`src/rtl/seq110_pkg.sv`:
```
`default_nettype none
// ============================================================================
// Module   : seq110_pkg
// Purpose  : Shared types for the "110" lane scheduler: per-lane detector
//            context encoding and scheduler FSM state encoding.
// Revision : 1.0 - initial release
// ============================================================================
package seq110_pkg;

  // Detector context encodings (stored per lane, 2 bits each)
  localparam logic [1:0] CTX_IDLE_ENC  = 2'd0;
  localparam logic [1:0] CTX_GOT1_ENC  = 2'd1;
  localparam logic [1:0] CTX_GOT11_ENC = 2'd2;

  // Scheduler state encodings
  localparam logic [1:0] S_ARB_ENC  = 2'd0;
  localparam logic [1:0] S_RUN_ENC  = 2'd1;
  localparam logic [1:0] S_SAVE_ENC = 2'd2;

  typedef enum logic [1:0] {
    IDLE  = CTX_IDLE_ENC,
    GOT1  = CTX_GOT1_ENC,
    GOT11 = CTX_GOT11_ENC
  } ctx_t;

  typedef enum logic [1:0] {
    S_ARB  = S_ARB_ENC,
    S_RUN  = S_RUN_ENC,
    S_SAVE = S_SAVE_ENC
  } sched_state_t;

endpackage
`default_nettype wire

```
`src/rtl/seq110_step.sv`:
```
`default_nettype none
// ============================================================================
// Module   : seq110_step
// Purpose  : Combinational "110" Mealy step function. One instance is shared
//            by all lanes; the caller supplies the lane's saved context.
//            No overlap: after a match the detector restarts from IDLE.
// Revision : 1.0 - initial release
// ============================================================================
module seq110_step
  import seq110_pkg::*;
(
  input  ctx_t ctx_in,
  input  logic din,
  output ctx_t ctx_out,
  output logic match
);

  // Next-context and match decode for one consumed bit
  always_comb begin
    ctx_out = IDLE;
    match   = 1'b0;
    case (ctx_in)
      IDLE:    ctx_out = din ? GOT1 : IDLE;
      GOT1:    ctx_out = din ? GOT11 : IDLE;
      GOT11: begin
        ctx_out = din ? GOT11 : IDLE;
        match   = ~din;
      end
      default: ctx_out = IDLE;
    endcase
  end

endmodule
`default_nettype wire

```
`src/rtl/seq110_lane_scheduler.sv`:
```
`default_nettype none
// ============================================================================
// Module   : seq110_lane_scheduler
// Purpose  : Round-robin time-multiplexing of one "110" detector step across
//            NUM_LANES serial lanes, with per-lane context save/restore.
//            Optional per-lane saturating match counters are built when the
//            macro SEQ110_MATCH_CNT_EN is defined; otherwise match_cnt is 0.
// Revision : 1.0 - initial release
// ============================================================================
module seq110_lane_scheduler
  import seq110_pkg::*;
#(
  parameter int NUM_LANES = 4,
  parameter int BURST_LEN = 8,
  parameter int CNT_W     = 8
) (
  input  logic                         clk,
  input  logic                         reset,
  input  logic                         enable,
  input  logic [NUM_LANES-1:0]         req,
  input  logic [NUM_LANES-1:0]         bit_in,
  output logic [NUM_LANES-1:0]         bit_ack,
  output logic [NUM_LANES-1:0]         grant,
  output logic                         det_valid,
  output logic [$clog2(NUM_LANES)-1:0] det_lane,
  output logic [NUM_LANES*CNT_W-1:0]   match_cnt
);

  localparam int LANE_W = $clog2(NUM_LANES);
  localparam int BCNT_W = 8;

  sched_state_t        state, state_nxt;
  logic [LANE_W-1:0]   lane_sel;
  logic [LANE_W-1:0]   last_grant;
  logic [BCNT_W-1:0]   burst_cnt;
  ctx_t                work_ctx;
  ctx_t                ctx_mem [NUM_LANES];
  logic                det_pend;

  logic [NUM_LANES-1:0] lane_onehot;
  logic                 pick_found;
  logic [LANE_W-1:0]    pick_lane;
  logic [LANE_W:0]      cand;
  logic                 fire;
  logic                 burst_last;
  ctx_t                 step_ctx;
  logic                 step_match;

  assign lane_onehot = {{(NUM_LANES-1){1'b0}}, 1'b1} << lane_sel;
  assign burst_last  = (burst_cnt == BCNT_W'(BURST_LEN - 1));

  // The single shared detector step
  seq110_step u_step (
    .ctx_in  (work_ctx),
    .din     (bit_in[lane_sel]),
    .ctx_out (step_ctx),
    .match   (step_match)
  );

  // Round-robin pick: first requesting lane strictly after last_grant
  always_comb begin
    pick_found = 1'b0;
    pick_lane  = '0;
    cand       = '0;
    for (int k = 1; k <= NUM_LANES; k++) begin
      cand = {1'b0, last_grant} + (LANE_W+1)'(k);
      if (cand >= (LANE_W+1)'(NUM_LANES)) begin
        cand = cand - (LANE_W+1)'(NUM_LANES);
      end
      if (!pick_found && req[cand[LANE_W-1:0]]) begin
        pick_found = 1'b1;
        pick_lane  = cand[LANE_W-1:0];
      end
    end
  end

  // Scheduler state register
  always_ff @(posedge clk or negedge reset) begin
    if (!reset) begin
      state <= S_ARB;
    end else begin
      state <= state_nxt;
    end
  end

  // Next-state decode plus Mealy grant/ack outputs
  always_comb begin
    state_nxt = state;
    grant     = '0;
    bit_ack   = '0;
    fire      = 1'b0;
    case (state)
      S_ARB: begin
        if (enable && pick_found) state_nxt = S_RUN;
      end
      S_RUN: begin
        grant = lane_onehot;
        if (enable) begin
          if (req[lane_sel]) begin
            fire    = 1'b1;
            bit_ack = lane_onehot;
            if (burst_last) state_nxt = S_SAVE;
          end else begin
            // Requester went quiet: end the burst without losing a bit
            state_nxt = S_SAVE;
          end
        end
      end
      S_SAVE: begin
        grant = lane_onehot;
        if (enable) state_nxt = S_ARB;
      end
      default: state_nxt = S_ARB;
    endcase
  end

  // Working context, burst bookkeeping and per-lane context storage
  always_ff @(posedge clk or negedge reset) begin
    if (!reset) begin
      lane_sel   <= '0;
      last_grant <= LANE_W'(NUM_LANES - 1);
      burst_cnt  <= '0;
      work_ctx   <= IDLE;
      for (int i = 0; i < NUM_LANES; i++) ctx_mem[i] <= IDLE;
    end else if (enable) begin
      case (state)
        S_ARB: begin
          if (pick_found) begin
            lane_sel  <= pick_lane;
            work_ctx  <= ctx_mem[pick_lane];
            burst_cnt <= '0;
          end
        end
        S_RUN: begin
          if (fire) begin
            work_ctx  <= step_ctx;
            burst_cnt <= burst_cnt + BCNT_W'(1);
          end
        end
        S_SAVE: begin
          ctx_mem[lane_sel] <= work_ctx;
          last_grant        <= lane_sel;
        end
        default: ;
      endcase
    end
  end

  // Detection pulse register; a pending pulse waits out an enable-low period
  always_ff @(posedge clk or negedge reset) begin
    if (!reset) begin
      det_pend <= 1'b0;
      det_lane <= '0;
    end else if (enable) begin
      det_pend <= fire & step_match;
      if (fire && step_match) det_lane <= lane_sel;
    end
  end

  assign det_valid = det_pend & enable;

`ifdef SEQ110_MATCH_CNT_EN
  for (genvar g = 0; g < NUM_LANES; g++) begin : g_match_cnt
    logic [CNT_W-1:0] cnt;
    // Saturating per-lane match counter
    always_ff @(posedge clk or negedge reset) begin
      if (!reset) begin
        cnt <= '0;
      end else if (fire && step_match && (lane_sel == LANE_W'(g)) && (cnt != {CNT_W{1'b1}})) begin
        cnt <= cnt + CNT_W'(1);
      end
    end
    assign match_cnt[g*CNT_W +: CNT_W] = cnt;
  end
`else
  assign match_cnt = '0;
`endif

endmodule
`default_nettype wire

```
`config.mk`:
```
export PLATFORM = sky130hd
export DESIGN_NAME = seq110_lane_scheduler
export DESIGN_NICKNAME = d
export VERILOG_FILES = /design/src/rtl/seq110_pkg.sv /design/src/rtl/seq110_step.sv /design/src/rtl/seq110_lane_scheduler.sv
export SDC_FILE = /design/constraint.sdc
export NUM_CORES = 1
export LEC_CHECK = 0
export BUFFER_PORTS_ARGS = -buffer_cell sky130_fd_sc_hd__buf_2
export CORE_MARGIN = 2
export CORE_UTILIZATION = 32
export CTS_CLUSTER_DIAMETER = 40
export DETAILED_ROUTE_END_ITERATION = 7
export GPL_TIMING_DRIVEN = 0
export SKIP_LAST_GASP = 1
export SLEW_MARGIN = 20
export SYNTH_ARGS = -nofsm -noshare
export SYNTH_HDL_FRONTEND = slang
export SYNTH_HIERARCHICAL = 1
export SYNTH_SLANG_ARGS = --single-unit
```
`constraint.sdc`:
```
create_clock -name clk -period 2.4 [get_ports clk]
set_clock_uncertainty 0.05 [all_clocks]
set_input_delay 0.48 -clock clk [delete_from_list [all_inputs] [get_ports clk]]
set_output_delay 0.48 -clock clk [all_outputs]
set_load 0.05 [all_outputs]
```
Word level (Yosys, flattened, before mapping)
Index checks and enable logic that the tools add are counted.
{"block": "word_totals", "word_cells": 121, "in_bits": 11, "output_inout_bits": 43, "ff_bits": 27}
{"block": "classes", "n_reduce_logical": 19, "muxes": 53, "n_shift": 1, "n_eq_ne": 11, "bitwise": 5, "addsub": 9, "order_cmp": 12}
{"cell": "2-bit 2-to-1 mux", "n": 19}
{"cell": "3-bit >= comparator, second input constant", "n": 6}
{"cell": "4-bit 2-to-1 mux", "n": 4}
{"cell": "8-bit 2-to-1 mux", "n": 2}
{"cell": "8-bit one-hot mux with 2 select lines", "n": 1}
{"cell": "2-bit by 3-bit < comparator with 1-bit output, second input constant", "n": 5}
{"cell": "1-bit 2-to-1 mux", "n": 15}
{"cell": "1-bit binary-select mux with 2-bit select", "n": 6}
{"cell": "2-bit inequality test, second input constant", "n": 5}
{"cell": "8-bit by 1-bit adder with 8-bit output, second input constant", "n": 1}
{"cell": "8-bit bitwise mux", "n": 1}
{"cell": "8-bit by 3-bit == test with 1-bit output, second input constant", "n": 1}
{"cell": "2-bit one-hot mux with 2 select lines", "n": 2}
{"cell": "4-bit AND reduction", "n": 2}
{"cell": "2-bit by 1-bit subtractor with 2-bit output, second input constant", "n": 4}
{"cell": "2-bit by 2-bit adder with 3-bit output, second input constant", "n": 2}
{"cell": "1-bit logical AND", "n": 6}
{"cell": "2-bit inverter with 3-bit output", "n": 2}
{"cell": "2-bit one-hot mux with 3 select lines", "n": 1}
{"cell": "2-bit binary-select mux with 2-bit select", "n": 1}
{"cell": "2-bit demux with 2-bit select", "n": 1}
{"cell": "2-bit by 1-bit == test with 1-bit output, second input constant", "n": 2}
{"cell": "2-bit == test, second input constant", "n": 2}
{"cell": "2-bit logical NOT", "n": 2}
{"cell": "12 further kinds", "n": 17}

Depth between registers and ports, before layout
{"block": "logic_depth", "word_depth": 21, "depth_mapped": 8, "ltp_nobuf": 7}

Modules after synthesis
Netlist, hierarchy kept.
{"module": "seq110_lane_scheduler", "instances": 1, "cells_each": 208, "seq_area_each_um2": 678.2, "area_each_um2": 1911.8}
{"module": "seq110_step", "instances": 1, "cells_each": 8, "seq_area_each_um2": 0.0, "area_each_um2": 67.6}

Least setup slack after synthesis
No wires, ideal clock.
{"block": "synth_path", "path_type": "input port to output port", "start": "input port req[0]", "end": "output port bit_ack[1]", "n_path_buf": 1, "cell_stages": 4, "t_arrival_ps": 2290, "slack_ps": -420, "path_cell_list": "buf_2 > mux4_2 > nand3_1 > nor3b_1"}
{"block": "synth_via", "elab_chain_cells": 5}
{"element": "start, declared", "line_no": "seq110_lane_scheduler.sv:20", "rtl": "input logic [NUM_LANES-1:0] req,"}
{"element": "1-bit binary-select mux with 2-bit select", "line_no": "seq110_lane_scheduler.sv:99", "rtl": "if (req[lane_sel]) begin"}
{"element": "1-bit 2-to-1 mux (implied by the code)", "line_no": "seq110_lane_scheduler.sv:99"}
{"element": "4-bit 2-to-1 mux", "line_no": "seq110_lane_scheduler.sv:99"}
{"element": "4-bit 2-to-1 mux", "line_no": "seq110_lane_scheduler.sv:98", "rtl": "if (enable) begin"}
{"element": "4-bit 2-to-1 mux", "line_no": "seq110_lane_scheduler.sv:92", "rtl": "case (state)"}
{"element": "end, declared", "line_no": "seq110_lane_scheduler.sv:22", "rtl": "output logic [NUM_LANES-1:0] bit_ack,"}
Every way passes these cells. The select of a mux whose other input is x is not followed.

Worst setup path after layout
{"block": "layout_path", "start": "register state[1]", "end": "output port bit_ack[1]"}
{"block": "layout_via", "elab_chain_cells": 2}
{"element": "start, declared", "line_no": "seq110_lane_scheduler.sv:32", "rtl": "sched_state_t state, state_nxt;"}
{"element": "start signal, assigned", "line_no": "seq110_lane_scheduler.sv:82", "rtl": "state <= state_nxt;"}
{"element": "2-bit by 1-bit == test with 1-bit output", "line_no": "seq110_lane_scheduler.sv:92"}
{"element": "4-bit 2-to-1 mux", "line_no": "seq110_lane_scheduler.sv:92"}
Every way passes these cells.

==> metrics <==
Die Footprint=6830 sq um; total wire length=3.97 mm; Most used DFF post-synth=dfrtp_1; end point of the critical path=bit_ack[1]; endpoint class of the critical path=output port; commonest cells after routing, fill and taps aside=buf_4, conb_1, dfrtp_1; setup TNS=0 ns; fraction of the cycle the final worst path needs=96.0%; global placement routability congestion=0.830; Final Setup Violations=0; asr flop ratio synth=100%; number of core rows=28; number of enable flip-flop cells after synthesis=0; Overall Global Routing Usage=12.1%; share of post-route cells with drive strength above 1=31.0%; residual overflow from global routing=0; pin count of the biggest net entering global routing=28; number of buffers created by CTS=3; element type at the critical path start=register; beginning of the worst register-to-register path=lane_sel[0]$_DFFE_PN0P_; Setup Crit Path Kind=register to output port; CP Cell Sequence=inv_1 -> ha_1 -> clkbuf_4 -> nand3_1 -> nor3b_1 -> buf_4; most common cell after layout, fill and taps aside=buf_4; root buffer cell=clkbuf_8; remaining routing DRC violations=0; routed via count=1568; share of synthesized area occupied by flip-flops and latches=34.3%; depth of the most critical reg-to-reg path=7; num ports=54; f_max=434 MHz; worst slack at placement=0.156 ns; area share of and/or/nand/nor cells after synthesis=18.8%; clk_lat worst skew=0.27 ns; worst relative slew slack=58.3%; leakage power total=1.14 nW; Non-Filler Instances=346; via density per instance=4.53; Post-CTS Hold Buffers=0; Yosys reg bits=27; Placed Instances=342; share of the synthesized area in the top cell type=31.6%; wire length per cell after detailed routing=11.5 microns; # port buffers=20; area of the core=5960 sq um; Synth Area in Adders=4.42%; Slowest Stage Delay on Critical Path=0.40 ns; buffer depth of the longest clock path=2; cell taking the most area after synthesis=dfrtp_1; worst min path class=input port to asynchronous set/reset pin; number of nets in the layout=290; clock tree from TritonCTS=built; Worst Max-Slew Pin Slew=0.625 ns; start point of the critical path=state[1]$_DFFE_PN0P_; multiplexer fraction of the synthesized cell area=11.8%; clk sinks=27; DR pass1 iterations=4; Antenna diodes=0; xor/xnor cell area share of the yosys netlist=0%; Crit path required time=1.87 ns; area added between synthesis and finish=19.1%; HPWL after DPL=3.02 mm; fillcell total=635; Worst Slack Setup Final=0.0956 ns; Critical Path Fanout Max=10; final slew viol count=0; Arrival @ worst endpoint=1.77 ns; DIE WIDTH=82.7 microns; minimum period implied by the final worst setup slack=2.30 ns; standard cell with the maximum stage delay on the critical path=dfrtp_1; clock input transition at the sequential cells of the worst setup and hold paths=0.09 ns; post-synthesis compound-gate area fraction=14.5%; count of H-tree levels built during CTS=1; antenna violations before repair=0; Max Cap Violations=0; endpoint of the lowest-slack register-to-register path=burst_cnt[3]$_DFFE_PN0P_; synthesized area per cell=9.16 sq um; via count of the first global-routing pass=1398; dominant combinational cell family by area after synthesis=simple AND/OR/NAND/NOR gates; result of the run=finished, final reports clean; count of unique library cells instantiated by Yosys=44; top post-synthesis cells by area=dfrtp_1, buf_4, mux2_2; effective utilization at floorplan=33.2%; Die Y=82.7 microns; first-pass GRT wire length=6.49 mm; post-layout power=2.46 mW; r2r setup slk=0.30 ns; Detailed Route Iter0 Violations=61; number of nets with antenna violations after routing=0; Post-Synthesis Cells=216; netlist area before placement=1980 sq um; worst ir drop on vdd=0.579 mV; final hold vios=0; P per Cell Area=1040 nW/um^2; Synth warnings=6
==> critical path: cells and delay by family (launching register included) <==
kind	cells	cell delay [ns]
AND/OR/NAND/NOR	2	0.41
flip-flops	1	0.40
adder cells (fa/ha/maj)	1	0.17
buffers and inverters	3	0.52
==> synthesized netlist by cell type, types with 2 or more instances <==
master	n
buf_4	32
dfrtp_1	25
nand2_1	17
o21ai_0	15
mux2_2	14
a21oi_1	11
inv_1	8
nor2_1	8
nor3_1	8
ha_1	7
nand3_1	7
clkbuf_1	6
nand2b_1	4
nor2b_1	4
and3_1	3
and3b_1	3
mux2i_1	3
nor3b_1	3
or4_1	3
buf_2	2
dfstp_2	2
mux4_2	2
nand4_1	2
nand4b_1	2
o211ai_1	2
o21a_1	2
o22a_1	2
o22ai_1	2
o32a_1	2
==> routing by layer <==
layer	up-vias	share of wire, %	global-route usage (%)
met5	-	0	0
met4	0	0.35	0.984
met3	2	4.2	2.28
met2	30	47	19.8
met1	722	48	17.4
li1	814	-	-
==> worst min-delay path by stage <==
stage / end / slack (ns) / cells past startpoint
3_3_place_gp: burst_cnt[1]$_DFFE_PN0P_ / 0.44 / 2
6_report: lane_sel[0]$_DFFE_PN0P_ / 0.17 / 1
2_1_floorplan: burst_cnt[0]$_DFFE_PN0P_ / 0.13 / 0
5_1_grt: ctx_mem[7]$_DFFE_PN0P_ / 0.22 / 1
4_1_cts: ctx_mem[7]$_DFFE_PN0P_ / 0.19 / 1
3_5_place_dp: det_lane[1]$_DFFE_PN0P_ / 0.45 / 1
==> registers in the layout (all words and copies together), names as in the netlist <==
register,count
burst_cnt,8
ctx_mem,8
det_lane,2
det_pend,1
lane_sel,2
last_grant,2
state,2
work_ctx,2
==> final cells by class <==
cell class              count  area [sq um]  area share [%]
multi-input cells         170          1110            47.1
well taps                  75          93.8            3.98
repair buffers             21           113            4.78
plain buffers              40           284            12.0
clock buffers               4          45.0            1.91
inverters                   9          33.8            1.43
flip-flops and latches     27           678            28.8
==> per-stage QoR <==
stage,cell area [sq um],hold WS (ns),util [%]
final,2360,0.166,39.6
after global routing,2360,0.218,39.6
after CTS,2340,0.189,39.3
after detailed placement,2290,0.447,38.5
after global placement,2290,0.437,38.5
after floorplan,2100,0.134,-
==> where the power goes <==
group | switching (mW) | total [mW] | internal (mW)
combinational | 0.877 | 1.42 | 0.547
sequential | 0.146 | 0.776 | 0.631
clock | 0.140 | 0.259 | 0.119
total | 1.16 | 2.46 | 1.30
==> cells by family after synthesis <==
family / count (synthesis)
other: 1
multiplexers: 19
adder cells (fa/ha/maj): 7
buffers and inverters: 50
AO/OA/AOI/OAI: 43
flip-flops: 27
AND/OR/NAND/NOR: 69
==> what timing repair did <==
action | in CTS | in global routing
endpoints found under the setup margin | 4 | 4
gates cloned | 0 | 0
resized for setup | 3 | 3
setup buffers | 0 | 1
Power figures use the tool's default switching activity.
